<file path="src/rtl/frame_loader.sv">
// frame_loader: host-side frame ingest.
//
// Takes a byte-serial RGB stream (R, G, B per pixel) over a valid/ready handshake,
// assembles 24-bit pixels and writes each one into frame RAM in raster order at
// word address y*WIDTH + x + OFFSET. At most one pixel is written every four clocks.
//
// Ports:
//   clk        clock
//   rst_n      asynchronous active-low reset
//   start      single-cycle pulse that begins a frame load (ignored unless idle)
//   in_data    stream byte
//   in_valid   in_data is valid
//   in_ready   byte accepted on a cycle where in_valid && in_ready (registered)
//   wr_en      RAM write strobe, one cycle per pixel
//   wr_addr    RAM word address
//   wr_data    RAM write data {8'h00, R, G, B}
//   busy       high from the cycle after start is accepted until frame_done
//   frame_done one-cycle pulse once the frame is complete
//   error      checksum mismatch, sticky until the next accepted start
//
// Optional feature (define LOADER_CHECKSUM_EN): a 16-bit sum of all pixel bytes
// is compared against a two-byte trailer (low byte first) sent after the last
// pixel. Without it there are no trailer states and error is tied low.

module frame_loader #(
    parameter int unsigned WIDTH  = 320,
    parameter int unsigned HEIGHT = 320,
    parameter int unsigned OFFSET = 0
) (
    input  logic        clk,
    input  logic        rst_n,
    input  logic        start,
    input  logic [7:0]  in_data,
    input  logic        in_valid,
    output logic        in_ready,
    output logic        wr_en,
    output logic [31:0] wr_addr,
    output logic [31:0] wr_data,
    output logic        busy,
    output logic        frame_done,
    output logic        error
);

    localparam logic [2:0] IDLE    = 3'd0;
    localparam logic [2:0] GET_R   = 3'd1;
    localparam logic [2:0] GET_G   = 3'd2;
    localparam logic [2:0] GET_B   = 3'd3;
    localparam logic [2:0] WRITE   = 3'd4;
`ifdef LOADER_CHECKSUM_EN
    localparam logic [2:0] CSUM_LO = 3'd5;
    localparam logic [2:0] CSUM_HI = 3'd6;
`endif
    localparam logic [2:0] DONE    = 3'd7;

    localparam logic [31:0] LAST_INDEX = 32'(WIDTH * HEIGHT - 1);
    localparam logic [31:0] LAST_X     = 32'(WIDTH - 1);
    localparam logic [31:0] BASE       = 32'(OFFSET);

    logic [2:0]  state_q, state_d;
    logic [7:0]  r_q, r_d;
    logic [7:0]  g_q, g_d;
    logic [31:0] x_q, x_d;
    logic [31:0] y_q, y_d;
    logic [31:0] index_q, index_d;
    logic        in_ready_q, in_ready_d;
    logic        wr_en_q, wr_en_d;
    logic [31:0] wr_addr_q, wr_addr_d;
    logic [31:0] wr_data_q, wr_data_d;
    logic        busy_q, busy_d;
    logic        frame_done_q, frame_done_d;
`ifdef LOADER_CHECKSUM_EN
    logic [15:0] csum_q, csum_d;
    logic [7:0]  exp_lo_q, exp_lo_d;
    logic        error_q, error_d;
`endif

    logic accept;
    assign accept = in_valid && in_ready_q;

    always_comb begin
        state_d      = state_q;
        r_d          = r_q;
        g_d          = g_q;
        x_d          = x_q;
        y_d          = y_q;
        index_d      = index_q;
        wr_en_d      = 1'b0;
        wr_addr_d    = wr_addr_q;
        wr_data_d    = wr_data_q;
        busy_d       = busy_q;
        frame_done_d = 1'b0;
`ifdef LOADER_CHECKSUM_EN
        csum_d       = csum_q;
        exp_lo_d     = exp_lo_q;
        error_d      = error_q;
`endif

        case (state_q)
            IDLE: begin
                if (start) begin
                    x_d     = '0;
                    y_d     = '0;
                    index_d = '0;
                    busy_d  = 1'b1;
`ifdef LOADER_CHECKSUM_EN
                    csum_d  = '0;
                    error_d = 1'b0;
`endif
                    state_d = GET_R;
                end
            end
            GET_R: begin
                if (accept) begin
                    r_d     = in_data;
`ifdef LOADER_CHECKSUM_EN
                    csum_d  = csum_q + 16'(in_data);
`endif
                    state_d = GET_G;
                end
            end
            GET_G: begin
                if (accept) begin
                    g_d     = in_data;
`ifdef LOADER_CHECKSUM_EN
                    csum_d  = csum_q + 16'(in_data);
`endif
                    state_d = GET_B;
                end
            end
            GET_B: begin
                // The write strobe is registered here so it lands in the cycle right
                // after the B byte is accepted; B goes straight into wr_data.
                if (accept) begin
                    wr_en_d   = 1'b1;
                    wr_addr_d = index_q + BASE;
                    wr_data_d = {8'h00, r_q, g_q, in_data};
`ifdef LOADER_CHECKSUM_EN
                    csum_d    = csum_q + 16'(in_data);
`endif
                    state_d   = WRITE;
                end
            end
            WRITE: begin
                index_d = index_q + 32'd1;
                if (x_q == LAST_X) begin
                    x_d = '0;
                    y_d = y_q + 32'd1;
                end else begin
                    x_d = x_q + 32'd1;
                end
                if (index_q == LAST_INDEX) begin
`ifdef LOADER_CHECKSUM_EN
                    state_d      = CSUM_LO;
`else
                    state_d      = DONE;
                    busy_d       = 1'b0;
                    frame_done_d = 1'b1;
`endif
                end else begin
                    state_d = GET_R;
                end
            end
`ifdef LOADER_CHECKSUM_EN
            CSUM_LO: begin
                if (accept) begin
                    exp_lo_d = in_data;
                    state_d  = CSUM_HI;
                end
            end
            CSUM_HI: begin
                if (accept) begin
                    error_d      = ({in_data, exp_lo_q} != csum_q);
                    state_d      = DONE;
                    busy_d       = 1'b0;
                    frame_done_d = 1'b1;
                end
            end
`endif
            DONE: begin
                state_d = IDLE;
            end
            default: begin
                state_d = IDLE;
            end
        endcase

        // Registered ready: high for the whole of every byte-accepting state.
        in_ready_d = (state_d == GET_R) || (state_d == GET_G) || (state_d == GET_B)
`ifdef LOADER_CHECKSUM_EN
                  || (state_d == CSUM_LO) || (state_d == CSUM_HI)
`endif
                  ;
    end

    always_ff @(posedge clk or negedge rst_n) begin
        if (!rst_n) begin
            state_q      <= IDLE;
            r_q          <= '0;
            g_q          <= '0;
            x_q          <= '0;
            y_q          <= '0;
            index_q      <= '0;
            in_ready_q   <= 1'b0;
            wr_en_q      <= 1'b0;
            wr_addr_q    <= '0;
            wr_data_q    <= '0;
            busy_q       <= 1'b0;
            frame_done_q <= 1'b0;
`ifdef LOADER_CHECKSUM_EN
            csum_q       <= '0;
            exp_lo_q     <= '0;
            error_q      <= 1'b0;
`endif
        end else begin
            state_q      <= state_d;
            r_q          <= r_d;
            g_q          <= g_d;
            x_q          <= x_d;
            y_q          <= y_d;
            index_q      <= index_d;
            in_ready_q   <= in_ready_d;
            wr_en_q      <= wr_en_d;
            wr_addr_q    <= wr_addr_d;
            wr_data_q    <= wr_data_d;
            busy_q       <= busy_d;
            frame_done_q <= frame_done_d;
`ifdef LOADER_CHECKSUM_EN
            csum_q       <= csum_d;
            exp_lo_q     <= exp_lo_d;
            error_q      <= error_d;
`endif
        end
    end

    assign in_ready   = in_ready_q;
    assign wr_en      = wr_en_q;
    assign wr_addr    = wr_addr_q;
    assign wr_data    = wr_data_q;
    assign busy       = busy_q;
    assign frame_done = frame_done_q;
`ifdef LOADER_CHECKSUM_EN
    assign error      = error_q;
`else
    assign error      = 1'b0;
`endif

endmodule

</file>
<file path="config.mk">
export PLATFORM = sky130hd
export DESIGN_NAME = frame_loader
export DESIGN_NICKNAME = d
export VERILOG_FILES = /design/src/rtl/frame_loader.sv
export SDC_FILE = /design/constraint.sdc
export NUM_CORES = 1
export LEC_CHECK = 0
export ABC_CLOCK_PERIOD_IN_PS = 2100
export CAP_MARGIN = 0
export CORE_ASPECT_RATIO = 0.9
export CORE_MARGIN = 3
export CORE_UTILIZATION = 30
export CTS_CLUSTER_DIAMETER = 150
export DETAILED_ROUTE_END_ITERATION = 7
export SYNTH_ARGS = -nofsm -noshare
export SYNTH_HDL_FRONTEND = slang
export SYNTH_SLANG_ARGS = --single-unit
</file>
<file path="constraint.sdc">
create_clock -name clk -period 2.1 [get_ports clk]
set_clock_uncertainty 0.05 [all_clocks]
set_input_delay 0.315 -clock clk [delete_from_list [all_inputs] [get_ports clk]]
set_output_delay 0.315 -clock clk [all_outputs]
set_load 0.02 [all_outputs]
</file>
* Yosys cells after proc, flatten, opt, wreduce, memory -nomap -nowiden *
Index checks and enable logic that the tools add are counted.
Widths: inputs -> output; s select.

word-level totals
  RAM bits = 0
  memories = 0
  ROM bits = 0
  register bits after elaboration = 111
  input bits = 12
  bits in latches = 0

cells by class
  shifts and indexed selects = 0
  reduce and logical (&&, ||, !) cells = 10
  multiply operators = 0
  $add $sub $neg = 1
  bitwise logic cells = 0
  eq/ne operators = 10
  $lt $le $gt $ge = 0
  multiplexer cells = 15
  div/mod/pow operators = 0

operator list
  kind                   number
  $pmux 32 s2            1
  $add 32x1->32 const B  1
  $eq 32x17->1 const B   1
  $mux 32                1
  $mux 3                 5
  $pmux 3 s5             1
  $eq 3x2->1 const B     4
  $reduce_and 2->1       4
  $eq 3x1->1 const B     2
  $mux 1                 6
  $ne 2x2->1 const B     2
  $eq 3x3->1 const B     1
  $logic_not 3->1        1
  $reduce_and 3->1       1
  $logic_or 1x1->1       2
  $pmux 1 s2             1
  $reduce_bool 2->1      1
  $logic_and 1x1->1      1

* Depth between registers and ports, before layout *
  word-level depth = 6
  gate-level depth with buffers = 7

* Worst setup path after synthesis *
No wires, ideal clock.

  path type = register -> register
  start point = register state_q[0]
  end point = register index_q[7]
  clock period less this slack = 1.927 ns
  data arrival time = 1.756 ns
  setup time = 0.121 ns
  cell stages (with the launch flop) = 8
  setup slack = 0.173 ns
  cell sequence = dfrtp_1 buf_6 or4b_4 buf_6 and2_4 buf_6 o21bai_1 a22o_1

on the way
  longest elaborated chain between the ends = 3

RTL lines
  what                                                              RTL line  RTL
  start, declared                                                   59        logic [2:0] state_q, state_d;
  start signal, assigned                                            215       state_q <= state_d;
  $eq 3x3->1 / $logic_not 3->1 (equally long branches)              n/a
  $reduce_bool 2->1 (no line) / $ne 2x2->1 (equally long branches)  n/a
  $reduce_and 2->1 (no line)                                        n/a
  end signal, assigned                                              220       index_q <= index_d;
  end, declared                                                     64        logic [31:0] index_q, index_d;

Parallel ways exist; a longest one is shown, timed or not.
A chain may end at the register's enable or synchronous reset.

* Final worst setup path *
Same ends and word-level chain as after synthesis.

==> results.py <==
metrics = {
    "critical_path": {
        "crit_required_ns": 2.28,
        "cp_max_fo": 9,
        "path_buf_inv": 1,
        "worstPathCellList": "buf_4, or4b_4, and2_4, o21bai_1, a22o_1",
        "critPathSlowestCell": "or4b_4",
        "cp_data_arrival_time_ns": 2.02,
        "max_stage_delay_ns": 0.54,
        "critPathKind": "flip-flop to flip-flop",
        "crit_family": "simple AND/OR/NAND/NOR gates",
        "startpoint_type": "flip-flop",
        "crit_path_end_kind": "flip-flop",
    },
    "pwr": {
        "switchingPower_mw": 2.23,
        "seq_power_share_pct": 41.6,
        "vdd_drop_max_mv": 0.445,
        "leakage_nw": 2.78,
        "powerDensity_nw_per_um2": 1170,
        "p_comb_share_pct": 33.6,
        "pwr-share-clk_pct": 24.8,
        "p_sw_share_pct": 31.0,
        "p_int_mw": 4.97,
    },
    "logic_synthesis": {
        "synth.distinct_cells": 45,
        "synth_warnings": 0,
        "ys_seq_area_share_pct": 57.3,
        "synth_flop_cell": "dfrtp_1",
        "synthArstFlopShare_pct": 100,
        "ys_ff_latch": 111,
        "synth_edf_count": 0,
        "syn_area_per_cell_um2": 12.6,
        "netlist_instances": 383,
        "netlist_area_um2": 4840,
    },
    "clock_network": {
        "clock_path_buffers": 2,
        "clk_pin_slew_ns": 0.07,
        "clock-sinks": 111,
        "cts_resized": 0,
        "cts_made_buffers": 9,
        "htreeDepth": 3,
        "clockRootBuffer": "clkbuf_16",
        "tritoncts": "yes",
        "clk_latency_ns": 0.35,
    },
    "die": {
        "core_area_um2": 15600,
        "num_rows": 43,
        "chipHeight_um": 127,
        "io_pins": 81,
        "die-area_um2": 17700,
        "start_util_pct": 31.0,
        "die_w_um": 140,
    },
    "routing": {
        "first_pass_iters": 4,
        "via_count": 3199,
        "viasPerCell": 4.79,
        "remaining_drc_errors": 0,
        "wirelength_um": 10300,
        "wire_per_inst_um": 15.4,
        "final_antenna_net_count": 0,
        "first_iter_violations": 206,
    },
    "timing": {
        "setup_viol": 0,
        "finalHoldViolCount": 0,
        "rsz0062_at_grt": "no",
        "fin_tns_setup_ns": 0,
        "final-max-slew-violation-count": 0,
        "max_freq_mhz": 542,
        "finalCriticalPeriod_ns": 1.85,
        "fin_crit_sh_pct": 87.9,
    },
    "grt": {
        "grt_pass1_vias": 3257,
        "grt_antenna_before_repair": 0,
        "grt.total_usage_pct": 12.2,
        "grt_pass1_wl_um": 17600,
        "grt_max_degree": 41,
        "overflow": 0,
    },
    "layout": {
        "area_growth_syn_to_layout_pct": 27.5,
        "fillCellCount": 1481,
        "final_cell_area_um2": 6170,
        "diodes": 0,
        "drive_gt1_share_pct": 24.9,
        "nets": 474,
    },
    "placed_design": {
        "port_buffers": 71,
        "place_hpwl_um": 7410,
        "gp_congestion": 0.800,
        "place_area_um2": 5850,
    },
    "hold_path": {
        "min_path_type": "primary input to async pin",
    },
    "flow_run": {
        "cap_violations": 0,
    },
    "run_status": {
        "outcome": "complete, no violations",
    },
}
==> cell usage in the layout, fill, tap and decap left out, drive strengths merged, types with 2 or more instances in the layout <==
| cell | Yosys | layout |
|---|---|---|
| a22o | 3 | 3 |
| nand4 | 15 | 15 |
| and3 | 3 | 3 |
| nor4 | 9 | 9 |
| o211ai | 2 | 2 |
| and2 | 6 | 6 |
| nor3 | 6 | 6 |
| clkinv | 0 | 2 |
| clkbuf | 8 | 11 |
| o21ai | 9 | 9 |
| nand2 | 36 | 36 |
| nand3 | 14 | 14 |
| o31ai | 3 | 3 |
| and4 | 6 | 6 |
| a21oi | 3 | 3 |
| mux2 | 72 | 72 |
| inv | 2 | 3 |
| dfrtp | 111 | 111 |
| o21bai | 3 | 3 |
| mux2i | 20 | 20 |
| buf | 22 | 18 |
| a31oi | 2 | 2 |
| nor2 | 13 | 13 |
| conb | 1 | 9 |
| clkdlybuf4s50 | 0 | 70 |
==> power by group through the flow <==
stage | clock network [mW] | registers, mW | logic [mW]
global route | 1.92 | 3.08 | 2.59
detailed placement | 0 | 3.04 | 2.45
CTS | 1.83 | 3.01 | 2.46
global placement | 0 | 3.02 | 2.40
finish | 1.78 | 3.00 | 2.42
floorplan | 0 | 3.41 | 0.991
==> worst reg2reg max path: stages (launching register included) <==
cell	delay, ns
dfrtp_1	0.38
buf_4	0.17
or4b_4	0.54
and2_4	0.20
o21bai_1	0.16
a22o_1	0.23
==> timing repair <==
item                                    in CTS  in global routing
hold buffers                                 1                  0
buffers inserted                             0                  0
endpoints found under the setup margin       0                  0
hold endpoints to repair                    33                  0
==> through the flow <==
step | hold WS, ns | setup WS (ns) | util [%] | cells | total power [mW]
after floorplan | -0.0306 | 0.173 | - | 391 | 4.40
after global placement | 0.255 | 0.0969 | 37.5 | 651 | 5.42
after detailed placement | 0.264 | 0.0354 | 37.5 | 651 | 5.49
after CTS | 0.438 | 0.247 | 39.6 | 668 | 7.30
after global routing | 0.468 | 0.120 | 39.6 | 668 | 7.59
final | 0.426 | 0.254 | 39.6 | 668 | 7.20
==> cell families after synthesis <==
group	share of synthesized area [%]
XOR/XNOR	0.181
adder cells (fa/ha/maj)	0.258
buffers and inverters	3.98
multiplexers	20.9
AO/OA/AOI/OAI	4.06
other	0.0774
flip-flops	57.3
AND/OR/NAND/NOR	13.2
==> cells in the mapped netlist (2+ instances only) <==
master    instances  area share (%)
inv_1             2            0.16
and3_1            3            0.39
buf_2             9            0.93
nand3_1          14             1.4
a21oi_1           3            0.31
o21bai_1          3            0.46
and2_1            4            0.52
buf_6             3            0.70
buf_4            10             1.5
o21ai_0           9            0.93
dfrtp_1         111              57
mux2i_1          20             4.1
mux2_2           72              17
o31ai_1           3            0.46
nand4_1          15             1.9
nor3_1            5            0.52
nor4_1            7            0.90
o211ai_1          2            0.31
clkbuf_1          7            0.54
and4_1            6             1.1
nand2_1          36             2.8
nor2_1           13             1.0
a22o_1            3            0.54
a31oi_1           2            0.26
==> path summary, 6_finish.rpt <==
check	startpoint	end	slack (ns)	cells past startpoint
max in group asynchronous	rst_n	index_q[15]$_DFFE_PN0P_	0.99	3
min in group clk	g_q[4]$_DFFE_PN0P_	wr_data[12]$_DFFE_PN0P_	0.45	1
min	rst_n	wr_data[10]$_DFFE_PN0P_	0.43	2
min reg2reg	g_q[4]$_DFFE_PN0P_	wr_data[12]$_DFFE_PN0P_	0.45	1
max reg2reg	state_q[0]$_DFF_PN0_	index_q[7]$_DFFE_PN0P_	0.25	5
max	state_q[0]$_DFF_PN0_	index_q[7]$_DFFE_PN0P_	0.25	5
==> layer usage <==
metal | track usage [%] | share of wire (%) | up-vias
met4 | 4.39 | 2.0 | 0
li1 | - | - | 1527
met3 | 2.53 | 3.3 | 13
met5 | 0 | 0 | -
met1 | 17.4 | 47 | 1600
met2 | 18.6 | 48 | 59
==> registers in the layout, indices dropped and copies added (netlist names) <==
register / flops
wr_addr: 32
r_q: 8
index_q: 32
state_q: 3
busy: 1
frame_done: 1
in_ready: 1
wr_en: 1
wr_data: 24
g_q: 8
==> cell type report <==
type / instances / area (um^2) / area share, %
flip-flops and latches: 111 / 2780 / 45.0
multi-input cells: 248 / 1910 / 30.9
clock buffers: 11 / 253 / 4.09
repair buffers: 89 / 908 / 14.7
clock inverters: 5 / 63.8 / 1.03
inverters: 2 / 7.51 / 0.122
well taps: 202 / 253 / 4.09
No activity file was read; power rests on OpenSTA's default activity.
